$ cat config.mk
export PLATFORM = sky130hd
export DESIGN_NAME = str_byte_assembler
export DESIGN_NICKNAME = d
export VERILOG_FILES = /design/src/rtl/str_byte_assembler.sv
export SDC_FILE = /design/constraint.sdc
export NUM_CORES = 1
export LEC_CHECK = 0
export BUFFER_PORTS_ARGS = -buffer_cell sky130_fd_sc_hd__buf_2
export CAP_MARGIN = 10
export CORE_ASPECT_RATIO = 2
export CORE_MARGIN = 3
export CORE_UTILIZATION = 35
export CTS_BUF_LIST = sky130_fd_sc_hd__clkbuf_4 sky130_fd_sc_hd__clkbuf_8 sky130_fd_sc_hd__clkbuf_16
export CTS_CLUSTER_SIZE = 40
export DETAILED_ROUTE_END_ITERATION = 12
export GPL_ROUTABILITY_DRIVEN = 0
export PLACE_DENSITY = 0.69
export SLEW_MARGIN = 20
export SYNTH_ARGS = -nofsm -noshare
export SYNTH_HDL_FRONTEND = slang
export SYNTH_SLANG_ARGS = --single-unit
export TNS_END_PERCENT = 20
$ cat constraint.sdc
create_clock -name clk -period 4.06 [get_ports clk]
set_input_delay 0.406 -clock clk [delete_from_list [all_inputs] [get_ports clk]]
set_output_delay 0.406 -clock clk [all_outputs]
set_load 0.1 [all_outputs]
$ cat src/rtl/str_byte_assembler.sv
// Packs a NUL-terminated byte stream into a right-justified, left-truncated string vector
// and presents it with its length and an overflow flag on a valid/ready output.
module str_byte_assembler #(
  parameter int unsigned MAX_CHARS = 16,
  parameter int unsigned LW        = $clog2(MAX_CHARS + 1)
) (
  input  logic                   clk,
  input  logic                   rst,
  input  logic                   in_valid,
  output logic                   in_ready,
  input  logic [7:0]             in_data,
  output logic                   out_valid,
  input  logic                   out_ready,
  output logic [MAX_CHARS*8-1:0] out_str,
  output logic [LW-1:0]          out_len,
  output logic                   out_ovf
);

  localparam int unsigned SW = MAX_CHARS * 8;

  typedef enum logic [1:0] {StIdle, StCollect, StDone} state_e;

  state_e          r_state, w_state_nxt;
  logic [SW-1:0]   r_buf, w_buf_nxt;
  logic [LW-1:0]   r_len, w_len_nxt;
  logic            r_ovf, w_ovf_nxt;
  logic            r_live;

  logic            w_accept;
  logic            w_is_nul;
  logic [SW+7:0]   w_cat;
  logic [SW-1:0]   w_shifted;
  logic            w_full;

  assign w_accept  = in_valid && in_ready;
  assign w_is_nul  = (in_data == 8'h00);
  // Oldest character falls off the top when the buffer is already full.
  assign w_cat     = {r_buf, in_data};
  assign w_shifted = w_cat[SW-1:0];
  assign w_full    = (r_len == LW'(MAX_CHARS));

  always_comb begin
    w_state_nxt = r_state;
    w_buf_nxt   = r_buf;
    w_len_nxt   = r_len;
    w_ovf_nxt   = r_ovf;
    unique case (r_state)
      StIdle: begin
        if (w_accept) begin
          w_ovf_nxt = 1'b0;
          if (w_is_nul) begin
            w_state_nxt = StDone;
            w_buf_nxt   = '0;
            w_len_nxt   = '0;
          end else begin
            w_state_nxt = StCollect;
            w_buf_nxt   = w_shifted;
            w_len_nxt   = LW'(1);
          end
        end
      end
      StCollect: begin
        if (w_accept) begin
          if (w_is_nul) begin
            w_state_nxt = StDone;
          end else begin
            w_buf_nxt = w_shifted;
            if (w_full) begin
              w_ovf_nxt = 1'b1;
            end else begin
              w_len_nxt = r_len + LW'(1);
            end
          end
        end
      end
      StDone: begin
        if (out_ready) begin
          w_state_nxt = StIdle;
          w_buf_nxt   = '0;
          w_len_nxt   = '0;
          w_ovf_nxt   = 1'b0;
        end
      end
      default: begin
        w_state_nxt = StIdle;
        w_buf_nxt   = '0;
        w_len_nxt   = '0;
        w_ovf_nxt   = 1'b0;
      end
    endcase
  end

  always_ff @(posedge clk or posedge rst) begin
    if (rst) begin
      r_state <= StIdle;
      r_buf   <= '0;
      r_len   <= '0;
      r_ovf   <= 1'b0;
    end else begin
      r_state <= w_state_nxt;
      r_buf   <= w_buf_nxt;
      r_len   <= w_len_nxt;
      r_ovf   <= w_ovf_nxt;
    end
  end

  // Holds in_ready low until the first clock edge after reset release.
  always_ff @(posedge clk or posedge rst) begin
    if (rst) begin
      r_live <= 1'b0;
    end else begin
      r_live <= 1'b1;
    end
  end

  assign in_ready  = r_live && (r_state != StDone);
  assign out_valid = (r_state == StDone);
  assign out_str   = out_valid ? r_buf : '0;
  assign out_len   = out_valid ? r_len : '0;
  assign out_ovf   = out_valid ? r_ovf : 1'b0;

endmodule

# == After elaboration in Yosys (flattened, before gate mapping) ==
# Cells that the tools add are included.
# totals
ff_bits,137
inputBits,12
wordCells,53
# op_classes
n_eq_ne,11
n_reduce_logical,8
mux,28
addsub,1
# ops
op,count
128-bit 2-to-1 mux,6
128-bit case mux with 3 select lines,1
5-bit 2-to-1 mux,6
5-bit case mux with 3 select lines,1
2-bit != test (second input constant),7
2-bit 2-to-1 mux,5
5-bit AND reduction,2
8-bit zero test,1
4-bit AND reduction,2
1-bit 2-to-1 mux,7
2-bit case mux with 3 select lines,1
5-bit by 1-bit adder with 5-bit output (second input constant),1
5-bit == test (second input constant),1
1-bit case mux with 3 select lines,1
2-bit by 1-bit == test with 1-bit output (second input constant),1
2-bit == test (second input constant),1
1-bit logical AND,2
2-bit zero test,1
2-bit by 1-bit != test with 1-bit output (second input constant),1

# == Logic depth before layout (Yosys ltp) ==
# logic_depth
ltp_word,5
mapped_depth,7
ltp_nobuf,6

# == Worst setup path after synthesis ==
# OpenSTA, ideal clock, no wires.
# synth_path
path_kind,register -> output
start,register r_state[1]
end,output out_len[0]
path_buffers,2
path_stages_with_launch,5
required_ps,3654
path_slack_ps,998
arrival_ps,2656
cell_sequence,dfrtp_1 nor2b_1 buf_2 clkbuf_1 and2_1
# synth_between
elab_chain_cells,2
# synth_lines
item,line,rtl
from (decl),23,"state_e r_state, w_state_nxt;"
from (signal assigned),95,r_state <= StIdle;
from (signal assigned),100,r_state <= w_state_nxt;
2-bit == test,117,assign out_valid = (r_state == StDone);
named net out_valid,12,"output logic out_valid,"
5-bit 2-to-1 mux,119,assign out_len = out_valid ? r_len : '0;
to (decl),15,"output logic [LW-1:0] out_len,"
# The timed path passes the listed nets, and every way through them passes these cells.

# == Worst setup path in the final report ==
# layout_path
start,register r_state[1]
end,output out_str[77]
# layout_between
elab_chain_cells,2
# layout_lines
item,line,rtl
2-bit == test,117,
128-bit 2-to-1 mux,118,assign out_str = out_valid ? r_buf : '0;
to (decl),14,"output logic [MAX_CHARS*8-1:0] out_str,"
# Every way passes these cells.

==> results.txt <==
----------------------------------------------------
[Final layout]
  Area added between synthesis and finish ... 22.2%
  Antenna cells ... 0
  Net total in the final layout ... 640
  Most frequent standard cell in the layout excluding fill and tap cells ... sky130_fd_sc_hd__buf_2
  Fraction of layout instances using a drive strength above 1 ... 0.301
  Multi-input logic area ... approximately 2400 um2
  Register cell area after layout ... approximately 3400 um2
  Number of filler cells placed in the layout ... about 1,600
  Fraction of the core area covered by cells at the end of the flow ... 0.441
  Most frequent cells in the layout ... sky130_fd_sc_hd__buf_2 (147), sky130_fd_sc_hd__dfrtp_1 (137), sky130_fd_sc_hd__and2_1 (135), sky130_fd_sc_hd__a22o_1 (121), sky130_fd_sc_hd__clkbuf_16 (17)

[STA]
  Slew Viols, Final ... 0
  Worst rel slew slack ... 0.375
  Hold violation total from the final report ... 0
  TNS Setup ... 0 ns
  Post-Route Hold Slack ... around 0.19 ns
  Final clock period utilization by the worst path ... 0.699
  Unrepaired setup endpoints after global routing ... false
  Worst clock skew ... between 0.01 and 0.015 ns
  Final setup violation count ... 0
  Shortest clock period the worst path allows after layout ... 2.84 ns
  Actual transition at the worst max-transition pin ... ~0.94 ns
  Max Clock Freq ... roughly 350 MHz

[Run]
  Maxcap violations ... 0

[Clock tree]
  TritonCTS buffer count ... 17
  Buffers from clock root to sink, at most ... 2
  TritonCTS sink count ... about 140
  Clock latency reported for the late side of the worst-skew pair ... a little over 0.4 ns
  Htree depth ... 4
  Hold buffer count at cts ... 0
  Post-cts gate resize count ... 0
  Post-CTS Setup Bufs ... 0
  Clock tree from TritonCTS ... yes
  Clk slew on worst S/H paths ... about 0.060 ns
  Root Buffer ... sky130_fd_sc_hd__clkbuf_16

[Global route]
  Number of antenna violations at the first check in global routing ... 0
  Total congestion overflow ... 0
  Overall routing resource usage ... 0.153
  Maximum number of pins on one net before global-route repair ... around 100
  Wire length of the first global-routing pass ... about 24 mm
  Number of global-route vias before repair ... about 4,300

[Synth]
  Number of warning messages in the yosys log ... 0
  Synthesized-area fraction occupied by adder cells ... 0.00408
  Proportion of synthesized chip area in sequential cells ... 0.559
  Syn Area/Cell ... between 10 and 15 um2
  Mux share of post-synthesis cell area ... 0.0147
  Count of flip-flops with a built-in enable after synthesis ... 0
  Synthesized netlist cell count ... just under 500
  Register bit count reported by yosys ... around 140
  Area of the mapped netlist ... 6140 um2
  Area share of the largest cell type after synthesis ... 0.559
  Async set or reset register ratio after synthesis ... 1.00
  Parity-gate share of the synthesized area counting xor and xnor cells ... 0
  Synthesized-area fraction occupied by ao, oa, aoi and oai cells ... 0.195
  Most frequently used flop master after synthesis ... sky130_fd_sc_hd__dfrtp_1
  Combinational family with the most area after synthesis ... compound AO/OA/AOI/OAI gates
  Synthesized net count ... just over 500
  Synth unique cells ... 33
  Simple-gate share of the synthesized area ... 0.170
  Leading area contributor after synthesis ... sky130_fd_sc_hd__dfrtp_1
  Synth top area cells ... sky130_fd_sc_hd__dfrtp_1 (56%), sky130_fd_sc_hd__a22o_1 (17%), sky130_fd_sc_hd__and2_1 (14%)

[Worst setup path]
  Flop2flop setup slack ... between 1.5 and 2 ns
  Reg-to-reg critical path endpoint ... r_buf[5]$_DFFE_PP0P_
  Worst Setup EP ... out_str[77]
  Critical path launch point ... r_state[1]$_DFFE_PP0P_
  Worst reg2reg startpoint ... r_state[1]$_DFFE_PP0P_
  Largest fanout on the critical path ... 70
  Sort of element at the start of the critical path ... flop
  Cell count of the worst reg-to-reg path ... 4
  Critical setup path kind ... flop to output pin
  Number of cells on the critical path ... 4
  Critical Path Sink Type ... output pin
  Biggest cell delay along the critical path ... between 0.6 and 0.7 ns
  Sequence of cells on the critical path ... nor2b_4 > buf_4 > and2_1 > buf_2
  Top cell family by delay on the critical path ... buffers and inverters
  Worst path bufs/invs ... 2
  Slowest CP cell ... sky130_fd_sc_hd__dfrtp_1
  Worst path required time ... about 3.7 ns
  Data arrival time of the critical path ... 2.43 ns

[Detailed routing]
  Routed wire length ... between 10 and 15 mm
  Uppermost layer routed ... met4
  Amount of wire on met2 after detailed routing ... 7.39 mm
  Via count ... 4,379
  Number of DRC violations after detailed routing ... 0
  Antenna Nets Post-Route ... 0
  Met1 routed wirelength after detailed routing ... slightly above 6 mm
  1st-pass router iterations ... 4
  First DRT Iteration DRCs ... ~170
  Total met3 wirelength after detailed routing ... approximately 640 um
  Drt via density ... 5.18
  Routed length per placed instance ... roughly 17 um

[Min path]
  HP Class ... primary input to async pin

[Die]
  Die Y ... 193 um
  Ports placed on the boundary ... 148
  Placeable core region ... ~17,000 um2
  Initial standard-cell utilization of the core ... 0.361
  Horizontal die dimension ... roughly 100 um
  Core Rows ... 67
  Area of the die ... a little under 20,000 um2

[Place]
  Port Buffers ... roughly 150
  Final HPWL DP ... 9.80 mm

[Pwr]
  Power after layout ... roughly 0.0039 W
  Largest vdd supply drop ... 255 uV
  Total leakage power ... a little under 4 nW
  Power density over cell area ... approximately 520 nW/um2

[Status]
  Run status ... finished, final reports clean

----------------------------------------------------
[cell type report]
type / count / share of cell area
multi-input combinational: 312 / 0.316
tap: 207 / 0.0345
inverter: 4 / 0.00250
clock inverter: 10 / 0.0188
clock buffer: 21 / 0.0641
timing repair buffer: 154 / 0.107
sequential: 137 / 0.457
[per-layer routing]
layer	global-route usage	vias to the layer above
met2	0.256	139
li1	-	2030
met4	0.0578	0
met3	0.0292	15
met5	0	-
met1	0.194	2195
[state kept, by name, indices dropped and copies added (netlist names)]
| signal | flops |
|---|---|
| r_len | 5 |
| r_live | 1 |
| r_buf | 128 |
| r_ovf | 1 |
| r_state | 2 |
[cell usage after synthesis, types with 2 or more instances]
master                     count
sky130_fd_sc_hd__o211a_1       2
sky130_fd_sc_hd__o21ai_2       2
sky130_fd_sc_hd__nand3_1       3
sky130_fd_sc_hd__nor4_4        2
sky130_fd_sc_hd__clkbuf_1     19
sky130_fd_sc_hd__and2_1      135
sky130_fd_sc_hd__nor2_1        2
sky130_fd_sc_hd__inv_1         4
sky130_fd_sc_hd__nand2_1       2
sky130_fd_sc_hd__dfrtp_1     137
sky130_fd_sc_hd__a211o_1       3
sky130_fd_sc_hd__a21oi_1       2
sky130_fd_sc_hd__buf_6        21
sky130_fd_sc_hd__mux2_1        8
sky130_fd_sc_hd__o21ai_1       2
sky130_fd_sc_hd__buf_4         3
sky130_fd_sc_hd__a22o_1      121
sky130_fd_sc_hd__nor2b_1      11
sky130_fd_sc_hd__ha_1          2
sky130_fd_sc_hd__nand2b_1      2
sky130_fd_sc_hd__nor4_1        2
[cell families after synthesis]
group                      count (synthesis)
AOI/OAI and AO/OA                        139
adders and majority gates                  2
buffers and inverters                     48
DFF                                      137
muxes                                      8
other                                      1
and+or+nand+nor                          162
[per-stage QoR]
stage	cell area (um2)	std cells	setup WS, ns
finish	7500	845	1.22
floorplan	6140	497	0.998
detailed placement	6880	814	1.66
global route	7500	845	1.02
CTS	7500	845	1.20
global placement	6880	814	1.76
[power by group]
part / internal [W] / total [W] / switching (W)
clock: 0.00103 / 0.00160 / 0.000572
sequential: 0.00163 / 0.00189 / 0.000261
combinational: 0.000228 / 0.000389 / 0.000161
total: 0.00289 / 0.00389 / 0.000994
[how the worst min path moves through the flow]
| stage | endpoint | slack, ns | cells after the start |
|---|---|---|---|
| 2_1_floorplan | r_buf[120]$_DFFE_PP0P_ | 0.46 | 1 |
| 4_1_cts | r_buf[7]$_DFFE_PP0P_ | 0.21 | 2 |
| 5_1_grt | r_buf[7]$_DFFE_PP0P_ | 0.24 | 2 |
| 6_report | r_buf[16]$_DFFE_PP0P_ | 0.19 | 2 |
| 3_5_place_dp | r_buf[120]$_DFFE_PP0P_ | 0.49 | 1 |
| 3_3_place_gp | r_buf[120]$_DFFE_PP0P_ | 0.48 | 1 |
Power figures use the tool's default switching activity.
